`src/rtl/bcd_pkg.sv`:
```
// Shared constants for the binary-to-BCD converter: range limit, out-of-range
// display patterns, FSM state encoding and the per-nibble adjust rule.
package bcd_pkg;

  localparam int unsigned BCD_MAX = 32'd9999;
  localparam logic [15:0] BCD_ERR = 16'hEEEE;
  localparam logic [15:0] BCD_SAT = 16'h9999;

  localparam logic [1:0] ST_IDLE  = 2'd0;
  localparam logic [1:0] ST_SHIFT = 2'd1;
  localparam logic [1:0] ST_DONE  = 2'd2;

  // Double-dabble correction: a digit of 5 or more would exceed 9 after doubling.
  function automatic logic [3:0] bcd_adj3(input logic [3:0] d);
    logic [3:0] r;
    if (d >= 4'd5) begin
      r = d + 4'd3;
    end else begin
      r = d;
    end
    return r;
  endfunction

endpackage

```
`src/rtl/bcd_digit_adj.sv`:
```
// Combinational add-3 correction for one BCD nibble ahead of each shift step.
module bcd_digit_adj
  import bcd_pkg::*;
(
  input  logic [3:0] i_digit,
  output logic [3:0] o_digit
);

  assign o_digit = bcd_adj3(i_digit);

endmodule

```
`src/rtl/bin2bcd_seq.sv`:
```
// Sequential shift-and-add-3 binary-to-packed-BCD converter, one step per clock.
// Define BIN2BCD_SAT_EN to saturate out-of-range inputs to all nines instead of "EEEE".
module bin2bcd_seq #(
  parameter int IN_W   = 14,
  parameter int DIGITS = 4
) (
  input  logic                  clk,
  input  logic                  rst_n,
  input  logic                  start,
  input  logic [IN_W-1:0]       in_bin,
  output logic                  busy,
  output logic                  done,
  output logic                  ovf,
  output logic [4*DIGITS-1:0]   bcd_out
);

  import bcd_pkg::*;

  localparam int BCD_W = 4 * DIGITS;
  localparam int SH_W  = BCD_W + IN_W;
  localparam int CNT_W = $clog2(IN_W + 1);

`ifdef BIN2BCD_SAT_EN
  localparam logic [3:0] OOR_NIB = BCD_SAT[3:0];
`else
  localparam logic [3:0] OOR_NIB = BCD_ERR[3:0];
`endif
  localparam logic [BCD_W-1:0] OOR_PAT = {DIGITS{OOR_NIB}};

  logic [1:0]       r_state;
  logic [SH_W-1:0]  r_shift;
  logic [CNT_W-1:0] r_cnt;
  logic             r_rng;
  logic             r_busy;
  logic             r_done;
  logic             r_ovf;
  logic [BCD_W-1:0] r_bcd;

  logic [1:0]       w_state_nxt;
  logic [BCD_W-1:0] w_adj;
  logic [SH_W-1:0]  w_shift_nxt;
  logic             w_in_oor;

  for (genvar g = 0; g < DIGITS; g++) begin : g_adj
    bcd_digit_adj u_adj (
      .i_digit (r_shift[IN_W + 4*g +: 4]),
      .o_digit (w_adj[4*g +: 4])
    );
  end

  assign w_shift_nxt = {w_adj[BCD_W-2:0], r_shift[IN_W-1:0], 1'b0};
  assign w_in_oor    = (32'(in_bin) > BCD_MAX);

  // Next-state selection; SHIFT exits after the step that takes the counter to zero.
  always_comb begin
    w_state_nxt = r_state;
    case (r_state)
      ST_IDLE: begin
        if (start) begin
          w_state_nxt = ST_SHIFT;
        end else begin
          w_state_nxt = ST_IDLE;
        end
      end
      ST_SHIFT: begin
        if (r_cnt == CNT_W'(1)) begin
          w_state_nxt = ST_DONE;
        end else begin
          w_state_nxt = ST_SHIFT;
        end
      end
      ST_DONE: w_state_nxt = ST_IDLE;
      default: w_state_nxt = ST_IDLE;
    endcase
  end

  // Datapath and registered outputs; bcd_out only moves on the DONE edge.
  always_ff @(posedge clk or negedge rst_n) begin
    if (!rst_n) begin
      r_state <= ST_IDLE;
      r_shift <= '0;
      r_cnt   <= '0;
      r_rng   <= 1'b0;
      r_busy  <= 1'b0;
      r_done  <= 1'b0;
      r_ovf   <= 1'b0;
      r_bcd   <= '0;
    end else begin
      r_state <= w_state_nxt;
      r_done  <= 1'b0;
      case (r_state)
        ST_IDLE: begin
          if (start) begin
            r_shift <= {{BCD_W{1'b0}}, in_bin};
            r_cnt   <= CNT_W'(IN_W);
            r_rng   <= w_in_oor;
            r_busy  <= 1'b1;
          end
        end
        ST_SHIFT: begin
          r_shift <= w_shift_nxt;
          r_cnt   <= r_cnt - CNT_W'(1);
        end
        ST_DONE: begin
          r_bcd  <= r_rng ? OOR_PAT : r_shift[SH_W-1:IN_W];
          r_ovf  <= r_rng;
          r_done <= 1'b1;
          r_busy <= 1'b0;
        end
        default: begin
          r_busy <= 1'b0;
        end
      endcase
    end
  end

  assign busy    = r_busy;
  assign done    = r_done;
  assign ovf     = r_ovf;
  assign bcd_out = r_bcd;

endmodule

```
`config.mk`:
```
export PLATFORM = sky130hd
export DESIGN_NAME = bin2bcd_seq
export DESIGN_NICKNAME = d
export VERILOG_FILES = /design/src/rtl/bcd_pkg.sv /design/src/rtl/bcd_digit_adj.sv /design/src/rtl/bin2bcd_seq.sv
export SDC_FILE = /design/constraint.sdc
export NUM_CORES = 1
export LEC_CHECK = 0
export ABC_AREA = 1
export CORE_ASPECT_RATIO = 1.4
export CORE_MARGIN = 2
export CORE_UTILIZATION = 55
export CTS_BUF_LIST = sky130_fd_sc_hd__clkbuf_4
export CTS_CLUSTER_SIZE = 40
export DETAILED_ROUTE_END_ITERATION = 10
export PLACE_DENSITY = 0.81
export RECOVER_POWER = 25
export SLEW_MARGIN = 5
export SYNTH_ARGS = -nofsm -noshare
export SYNTH_HDL_FRONTEND = slang
export SYNTH_SLANG_ARGS = --single-unit
```
`constraint.sdc`:
```
create_clock -name clk -period 1.5 [get_ports clk]
set_input_delay 0.15 -clock clk [delete_from_list [all_inputs] [get_ports clk]]
set_output_delay 0.15 -clock clk [all_outputs]
set_load 0.01 [all_outputs]
```
==> flow_summary.ini, run 1 <==
[yosys]
synth_area_per_cell_um2 = 8.35
ys_ff_latch = 56
synth_ff_type = dfrtp_1
postSynth.asyncResetShare_pct = 100
yosysTopAreaCell = dfrtp_1
synth_xor_xnor_area_share_pct = 0
synth_nets = 348
syn_inst = 321
yosys.area_share.simple_pct = 26.6
synth_edf_count = 0
synth_top_area_share_pct = 52.3
synth-adder-area-share_pct = 4.67
synthMuxAreaShare_pct = 0
yosysWarnings = 0
synth_top_family_by_area = simple AND/OR/NAND/NOR gates
synth.top_cells.by_count = nand2_1 (101), dfrtp_1 (56), inv_1 (32), nand3_1 (31), nor2_1 (22)
synth_most_common_cell = nand2_1
synth.distinct_cells = 22
synth.area.top_cells = dfrtp_1 (52%), nand2_1 (14%), nand3_1 (5.8%), ha_1 (4.7%), inv_1 (4.5%)
synth_compound_area_share_pct = 9.01
seq_area_frac_synth_pct = 52.3
syn-cell-area_um2 = 2680

[min_path]
holdCritPathClass = in -> reg

[timing]
setup_viol = 0
drv_slew = 0
period_needed_ps = 1440
hold_violations = 0
relSlewSlack_pct = 50.8
post-route-period-util_pct = 96.0
skew_ps = 8.37
fmax_mhz = 694
rsz0062_at_grt = false
worst_pin_slew_ps = 739
tns_ps = 0
worst_hold_slack_ps = 311

[route]
ant_nets = 0
drt_iter0_markers = 114
via_per_inst = 5.15
remaining_drc_errors = 0
routed_wl_um = 5380
drtPass1Iterations = 4
vias = 2250
wl_per_cell_um = 12.3

[die]
core-area_um2 = 4770
start_util_pct = 56.2
dieArea_um2 = 5460
die_w_um = 63.0
die_h_um = 86.6
ioPinCount = 36
rows = 30

[setup_path]
r2r-end = r_shift[23]
endpoint_kind = output port
path_buf_inv = 1
crit_slowest_cell = clkdlybuf4s50_1
path_delay_family = buffers and inverters
worstSetupStartpointType = flip-flop
cp-startpoint = bcd_out[7]
r2r-start = r_shift[22]
path_max_fanout = 2
critPathCapture = bcd_out[7]
ff2ff_setup_slack_ps = 110
crit_cells = 1
max_stage_delay_ps = 530
r2r_cells = 8
path_class = reg -> out
required_ps = 1350
worstPathArrival_ps = 1290
crit_path_cell_trace = clkdlybuf4s50_1

[placement]
detailed_place_hpwl_um = 3850
gp_congestion = 0.886
io_buffers = 35

[run]
cap_violations = 0

[grt]
grt_pass1_vias = 2163
track_usage_pct = 21.6
grt_max_degree = 57
antenna_found_initial = 0
grt.met1_usage_pct = 24.2
grt_pass1_wl_um = 9270
top_usage_layer = met2
grt_use_met2_pct = 39.3
use_met3_pct = 3.64
overflow = 0

[power]
power_density_nw_per_um2 = 1800
p_leak_nw = 1.70
ir_worst_vdd_uv = 1010

[clocking]
h-tree-depth = 2
cts.clk_slew.worst_paths_ps = 150
cts_tree = yes
cts.sinks = 56
cts_buffers = 5
clockBufferDepth = 2
clockRootBuffer = clkbuf_4
clk_latency_ps = 380

[final_layout]
area_growth_pct = 22.6
drive_gt1_share_pct = 9.65
fin_nets = 399
fillerInstances = 412
antenna_cells = 0

[run_status]
status = finished clean
[power by group]
| group | internal (W) | leakage, nW | switching, W |
|---|---|---|---|
| registers | 0.00207 | 0.682 | 0.000403 |
| clock network | 0.000368 | 0.0456 | 0.000449 |
| logic | 0.00109 | 0.973 | 0.00152 |
| total | 0.00354 | 1.70 | 0.00238 |
[worst register-to-register path, delay by kind of cell, from the launching register on]
family / cells / cell delay (ps)
buf+inv: 2 / 200
fa+ha+maj: 1 / 190
simple gates: 5 / 490
flops: 1 / 470
[logic make-up (layout without fill, tap and decap cells)]
logic type / count (synthesis) / count (layout)
DFF: 56 / 56
and+or+nand+nor: 167 / 167
buffers and inverters: 45 / 97
adders and majority gates: 10 / 10
AOI/OAI and AO/OA: 43 / 43
[state kept, by name, indices dropped and copies added (netlist names)]
signal and flops:
bcd_out 16, busy 1, done 1, ovf 1
r_cnt 4, r_rng 1, r_shift 30, r_state 2
[how the worst min path moves through the flow]
| stage | startpoint | to | slack, ps | cells after the start |
|---|---|---|---|---|
| after CTS | rst_n | done | 280 | 3 |
| final | in_bin[2] | r_shift[2] | 310 | 3 |
| after global routing | in_bin[3] | r_shift[3] | 320 | 3 |
| after global placement | rst_n | done | 170 | 2 |
| after floorplan | rst_n | bcd_out[0] | -150 | 0 |
| after detailed placement | rst_n | done | 170 | 2 |
[routing by layer]
metal / wire length, µm / up-vias / part of all wire, %
li1: - / 1131 / -
met1: 2210 / 1064 / 41
met2: 2900 / 48 / 54
met3: 206 / 7 / 3.8
met4: 70 / 0 / 1.3
met5: 0 / - / 0
[timing repair]
action / in CTS / in global routing
buffers inserted: 0 / 9
hold buffers: 1 / 0
resized for setup: 0 / 8
endpoints found under the setup margin: 0 / 15
hold endpoints to repair: 56 / 0
[cells in the final DEF, fill, tap and decap left out]
cell type          n
nor2_4             2
a21oi_1           15
nor2_2             1
o21ai_0           17
dlygate4sd3_1      1
nand2_1          101
clkbuf_4           7
ha_1              10
nor2_1            22
nand2_4            1
buf_12             1
o21ai_4            1
inv_1             32
dfrtp_2            1
buf_2              1
clkinv_2           1
o21bai_1           3
o211ai_1           2
o21ai_1            4
dfrtp_1           55
a22oi_1            1
bufinv_16          1
inv_2              5
dlymetal6s2s_1     7
nand4_1            8
buf_4             14
nor3_1             1
nand3_1           31
clkdlybuf4s50_1   27
[metrics by stage]
stage | std cells | instance area [µm²] | utilization, % | setup slack [ps] | total power (W)
final | 437 | 3290 | 68.9 | 59.9 | 0.00591
after global routing | 437 | 3290 | 68.9 | 1.50 | 0.00648
after CTS | 428 | 3210 | 67.4 | 28.8 | 0.00591
after detailed placement | 419 | 3120 | 65.5 | 140 | 0.00507
after global placement | 419 | 3120 | 65.5 | 171 | 0.00493
after floorplan | 321 | 2680 | - | 353 | 0.00426
[area by class of cell]
cell class	count	area, µm²	share of cell area [%]
Tap cell	64	80.1	2.44
Clock buffer	6	45.0	1.37
Multi-Input combinational cell	220	1080	32.8
Clock inverter	2	35.0	1.07
Inverter	37	139	4.23
Sequential cell	56	1400	42.7
Timing Repair Buffer	52	505	15.4
Power figures use the tool's default switching activity.
==> run 2, diff against run 1 <==
--- a/config.mk
+++ b/config.mk
@@ -8,11 +8,11 @@
 export ABC_AREA = 1
 export CORE_ASPECT_RATIO = 1.4
 export CORE_MARGIN = 2
-export CORE_UTILIZATION = 55
+export CORE_UTILIZATION = 50
 export CTS_BUF_LIST = sky130_fd_sc_hd__clkbuf_4
 export CTS_CLUSTER_SIZE = 40
 export DETAILED_ROUTE_END_ITERATION = 10
-export PLACE_DENSITY = 0.81
+export PLACE_DENSITY = 0.75
 export RECOVER_POWER = 25
 export SLEW_MARGIN = 5
 export SYNTH_ARGS = -nofsm -noshare
==> run 2 against run 1 <==
Critical path depth unchanged. Critical path type unchanged. Global-route usage shrank 1.7 points. Die area rose by 9.4%. Clock skew grew 9.8 ps. Combinational power decreased by 2%. Clock power about the same. Non-clock buffer count down 7. Via count shrank 1.3%. Hold slack gained 1.8 ps. Highest routed layer unchanged. Cell count shrank 1.1%. Setup slack got worse by 25 ps. Cell area decreased by 1.9%.
==> flow_summary.ini, run 2 (synthesized netlist as in run 1, its figures left out) <==
[run_status]
status = finished clean

[route]
drtPass1Iterations = 5
via_per_inst = 5.14
routed_wl_um = 5260
wl_per_cell_um = 12.2
ant_nets = 0
drt_iter0_markers = 134
remaining_drc_errors = 0
vias = 2220

[timing]
fmax_mhz = 682
worst_pin_slew_ps = 744
rsz0062_at_grt = false
drv_slew = 0
tns_ps = 0
skew_ps = 18.2
hold_violations = 0
period_needed_ps = 1470
post-route-period-util_pct = 97.7
setup_viol = 0
relSlewSlack_pct = 50.4

[clocking]
clk_latency_ps = 380
cts.sinks = 56
cts.clk_slew.worst_paths_ps = 170
clockBufferDepth = 2
cts_buffers = 5
h-tree-depth = 2
clockRootBuffer = clkbuf_4
cts_tree = yes

[power]
p_leak_nw = 1.62
ir_worst_vdd_uv = 822
power_density_nw_per_um2 = 1820

[die]
core-area_um2 = 5160
rows = 31
die_h_um = 90.6
dieArea_um2 = 5970
start_util_pct = 52.0
die_w_um = 65.9
ioPinCount = 36

[min_path]
holdCritPathClass = in -> reg

[setup_path]
path_delay_family = buffers and inverters
worstSetupStartpointType = flip-flop
worstPathArrival_ps = 1320
crit_slowest_cell = clkdlybuf4s50_1
max_stage_delay_ps = 540
required_ps = 1350
endpoint_kind = output port
path_class = reg -> out
path_buf_inv = 1
ff2ff_setup_slack_ps = 150
crit_path_cell_trace = clkdlybuf4s50_1
path_max_fanout = 2

[placement]
placed_cell_area_um2 = 3130
io_buffers = 35
gp_congestion = 0.895
detailed_place_hpwl_um = 3730

[final_layout]
ff_latch_area_um2 = 1400
layout_common_cells = nand2_1 (101), dfrtp_1 (55), clkdlybuf4s50_1 (32), inv_1 (31), nand3_1 (31)
largest_register_ffs = 30
fillerInstances = 465
antenna_cells = 0
drive_gt1_share_pct = 8.20
fin_area_um2 = 3220
multi_input_area_um2 = 1080
fin_nets = 392
regMostFlops = r_shift
final_common_cell = nand2_1
area_growth_pct = 20.3

[grt]
grt_pass1_vias = 2156
overflow = 0
track_usage_pct = 19.9
antenna_found_initial = 0
grt_pass1_wl_um = 9360
grt_max_degree = 57

[run]
cap_violations = 0
## run 2: changes by cell type in the layout (fill, tap and decap cells not counted)
cell             previous run  this run
buf_4                      14         7
clkbuf_4                    7         6
clkdlybuf4s50_1            27        32
clkinvlp_4                  0         1
dlymetal6s2s_1              7         2
inv_1                      32        31
inv_2                       5         6
## run 2: final cells by class
type	instances	share of cell area, %
timing repair buffer	45	13.7
clock buffer	5	1.16
inverter	37	4.31
sequential	56	43.5
multi-input combinational	220	33.5
clock inverter	3	1.32
tap	66	2.56
## run 2: power breakdown
group          internal, W  leakage (nW)  switching [W]
clock             0.000348        0.0412       0.000471
sequential         0.00207         0.682       0.000403
combinational      0.00107         0.901        0.00150
total              0.00349          1.62        0.00237
## run 2: stage by stage
step                      hold slack, ps  cells  util [%]  total power (W)  worst slack, ps
after floorplan                     -146    321         -          0.00426              353
after global placement               174    422      60.7          0.00497              182
after detailed placement             172    422      60.7          0.00506              141
after CTS                            282    431      62.5          0.00590             18.0
after global routing                 313    432      62.5          0.00643            0.869
final                                313    432      62.5          0.00586             34.6
## run 2: what timing repair did
item                                   in CTS  in global routing
resized for setup                           0                  4
buffers inserted                            0                  1
endpoints found under the hold margin      56                  0
setup endpoints to repair                   0                  6
hold buffers                                1                  0
## run 2: final timing paths
path / startpoint / endpoint / cells past startpoint
worst max-delay path: bcd_out[4] / bcd_out[4] / 1
max in group asynchronous: rst_n / r_shift[22] / 3
worst max register to register: r_shift[14] / r_shift[16] / 8
worst min register to register: r_shift[13] / r_shift[13] / 2
worst min-delay path: in_bin[2] / r_shift[2] / 3
min in group asynchronous: rst_n / bcd_out[6] / 3
## run 2: per-layer routing
metal / global-route usage, % / routed length, µm / up-vias
li1: - / - / 1114
met1: 24.3 / 2240 / 1043
met2: 34.8 / 2710 / 55
met3: 3.37 / 184 / 8
met4: 6.60 / 126 / 0
met5: 0 / 0 / -
## run 2: worst reg2reg max path, stage by stage (launching register included)
cell and delay, ps:
dfrtp_1 440, inv_1 170, ha_1 200, inv_1 40, nand2_1 100, nand3_1 140
nand2_1 90, nand3_1 60, nand2_1 60
==> run 3, diff against run 2 <==
--- a/config.mk
+++ b/config.mk
@@ -5,7 +5,6 @@
 export SDC_FILE = /design/constraint.sdc
 export NUM_CORES = 1
 export LEC_CHECK = 0
-export ABC_AREA = 1
 export CORE_ASPECT_RATIO = 1.4
 export CORE_MARGIN = 2
 export CORE_UTILIZATION = 50
==> run 3 against run 2 <==
Sequential power grew 6%. Wire length shrank 1.2%. Setup slack gained 6.6 ps. Combinational power grew 27%. Critical path depth grew 6. Clock power shrank 22%. Sequential cell count is the same. Clock skew shrank 1.0 ps. Critical endpoint is now r_shift[18].
==> flow_summary.ini, run 3 <==
[yosys]
synth.distinct_cells = 32
synth_top_area_share_pct = 53.9
synth_xor_xnor_area_share_pct = 2.36
yosysWarnings = 0
synth.area.top_cells = dfrtp_1 (54%), nand2_1 (7.9%), o21ai_0 (6.4%), ha_1 (4.8%), a22oi_1 (3.8%)
synthMuxAreaShare_pct = 1.73
synth_most_common_cell = dfrtp_1
synth_nets = 295
postSynth.asyncResetShare_pct = 100
syn-cell-area_um2 = 2600
synth_compound_area_share_pct = 15.1
synth_area_per_cell_um2 = 9.70
synth_ff_type = dfrtp_1
ys_ff_latch = 56
yosysTopAreaCell = dfrtp_1
synth_edf_count = 0
synth.top_cells.by_count = dfrtp_1 (56), nand2_1 (55), o21ai_0 (33), nor2_1 (14)
syn_inst = 268
seq_area_frac_synth_pct = 53.9
yosys.area_share.simple_pct = 17.1
synth-adder-area-share_pct = 4.81
synth_top_family_by_area = simple AND/OR/NAND/NOR gates

[final_layout]
antenna_cells = 0
largest_register_ffs = 30
finalNonFillerCells = 394
layout_common_cells = dfrtp_1 (56), nand2_1 (55), o21ai_0 (29), clkdlybuf4s50_1 (28), buf_4 (24)
fin_nets = 354
fin_area_um2 = 3430
final_common_cell = dfrtp_1
drive_gt1_share_pct = 18.6
area_growth_pct = 31.8
regMostFlops = r_shift

[route]
vias = 2066
via_per_inst = 5.24
routed_wl_um = 5200
remaining_drc_errors = 0
drtPass1Iterations = 4
wl_per_cell_um = 13.2
ant_nets = 0
drt_iter0_markers = 70

[grt]
overflow = 0
track_usage_pct = 19.2
grt_pass1_vias = 1961
grt_pass1_wl_um = 8580
antenna_found_initial = 0
grt_max_degree = 36

[timing]
fmax_mhz = 685
relSlewSlack_pct = 24.8
drv_slew = 0
post-route-period-util_pct = 97.3
period_needed_ps = 1460
worst_pin_slew_ps = 1130
hold_violations = 0
skew_ps = 17.1
setup_viol = 0

[power]
power_density_nw_per_um2 = 1900
ir_worst_vdd_uv = 906
p_leak_nw = 1.65

[die]
start_util_pct = 51.2
die_w_um = 64.9
core-area_um2 = 5080
die_h_um = 89.3
dieArea_um2 = 5800
rows = 31
ioPinCount = 36

[clocking]
clockBufferDepth = 2
cts.clk_slew.worst_paths_ps = 160
h-tree-depth = 2
clockRootBuffer = clkbuf_4
cts.sinks = 56
cts_tree = yes
clk_latency_ps = 380
cts_buffers = 5

[run]
cap_violations = 0

[placement]
placed_cell_area_um2 = 3190
gp_congestion = 0.788
place_inst = 377
detailed_place_hpwl_um = 3600
io_buffers = 35

[setup_path]
crit_slowest_cell = dfrtp_1
worstSetupStartpointType = flip-flop
worstPathArrival_ps = 1740
path_class = reg -> reg
required_ps = 1780
path_common_cell = buf_4
max_stage_delay_ps = 410
crit_path_cell_trace = inv_2, ha_2, nand2b_4, a21oi_4, buf_4, buf_4, o32ai_1
endpoint_kind = flip-flop
path_max_fanout = 3

[min_path]
holdCritPathClass = in -> reg

[run_status]
status = finished clean
run 3: cell families (layout without fill, tap and decap cells):
family / count (synthesis) / count (layout)
AO/OA/AOI/OAI: 65 / 65
flip-flops: 56 / 56
adder cells (fa/ha/maj): 10 / 10
multiplexers: 4 / 4
AND/OR/NAND/NOR: 99 / 99
buffers and inverters: 27 / 87
XOR/XNOR: 7 / 7
run 3: critical path: cells and delay by family (launching register included):
family	cells	cell delay, ps
AOI/OAI and AO/OA	2	310
and+or+nand+nor	1	120
DFF	1	410
adders and majority gates	1	170
buffers and inverters	3	370
run 3: through the flow:
step	total power [W]	setup WS [ps]	hold slack [ps]	setup TNS, ps	util [%]
finish	0.00652	41.2	366	0	67.4
global route	0.00704	-8.72	368	-13.7	67.4
CTS	0.00610	0.742	232	0	64.5
detailed placement	0.00539	-16.9	127	-30.8	62.7
global placement	0.00527	28.3	127	0	62.7
floorplan	0.00424	39.4	-146	0	-
run 3: report_power, final:
part	internal (W)	switching [W]	total, W
Combinational	0.00175	0.00150	0.00326
Clock	0.000198	0.000445	0.000643
Sequential	0.00210	0.000518	0.00262
run 3: area by class of cell:
class	count	area (µm²)
clock buffer	6	45.0
timing repair buffer	66	669
tap	66	82.6
clock inverter	2	11.3
multi-input combinational	185	1170
fill	396	1650
sequential	56	1400
inverter	13	48.8
run 3: repair_timing:
action                     4_1_cts  5_1_grt
setup endpoints to repair        4       15
hold buffers                     1        0
resized for setup                5       28
pin swaps                        2        6
hold endpoints to repair        17        0
setup buffers                    2        6
run 3: worst paths after layout:
| path | start | endpoint | slack (ps) | cells after the start |
|---|---|---|---|---|
| setup / recovery | r_shift[15] | r_shift[18] | 40 | 7 |
| hold / removal | in_bin[0] | r_shift[0] | 370 | 3 |
| setup reg to reg | r_shift[15] | r_shift[18] | 40 | 7 |
| hold reg to reg | bcd_out[14] | bcd_out[14] | 490 | 2 |
| max in group asynchronous | rst_n | r_shift[15] | 320 | 3 |
| min in group asynchronous | rst_n | bcd_out[7] | 490 | 2 |
run 3: routing by layer:
| metal | vias to the layer above | wire, µm | track usage [%] |
|---|---|---|---|
| li1 | 1027 | - | - |
| met1 | 984 | 2280 | 23.7 |
| met2 | 50 | 2650 | 32.4 |
| met3 | 5 | 193 | 3.65 |
| met4 | 0 | 74 | 9.67 |
| met5 | - | 0 | 0 |
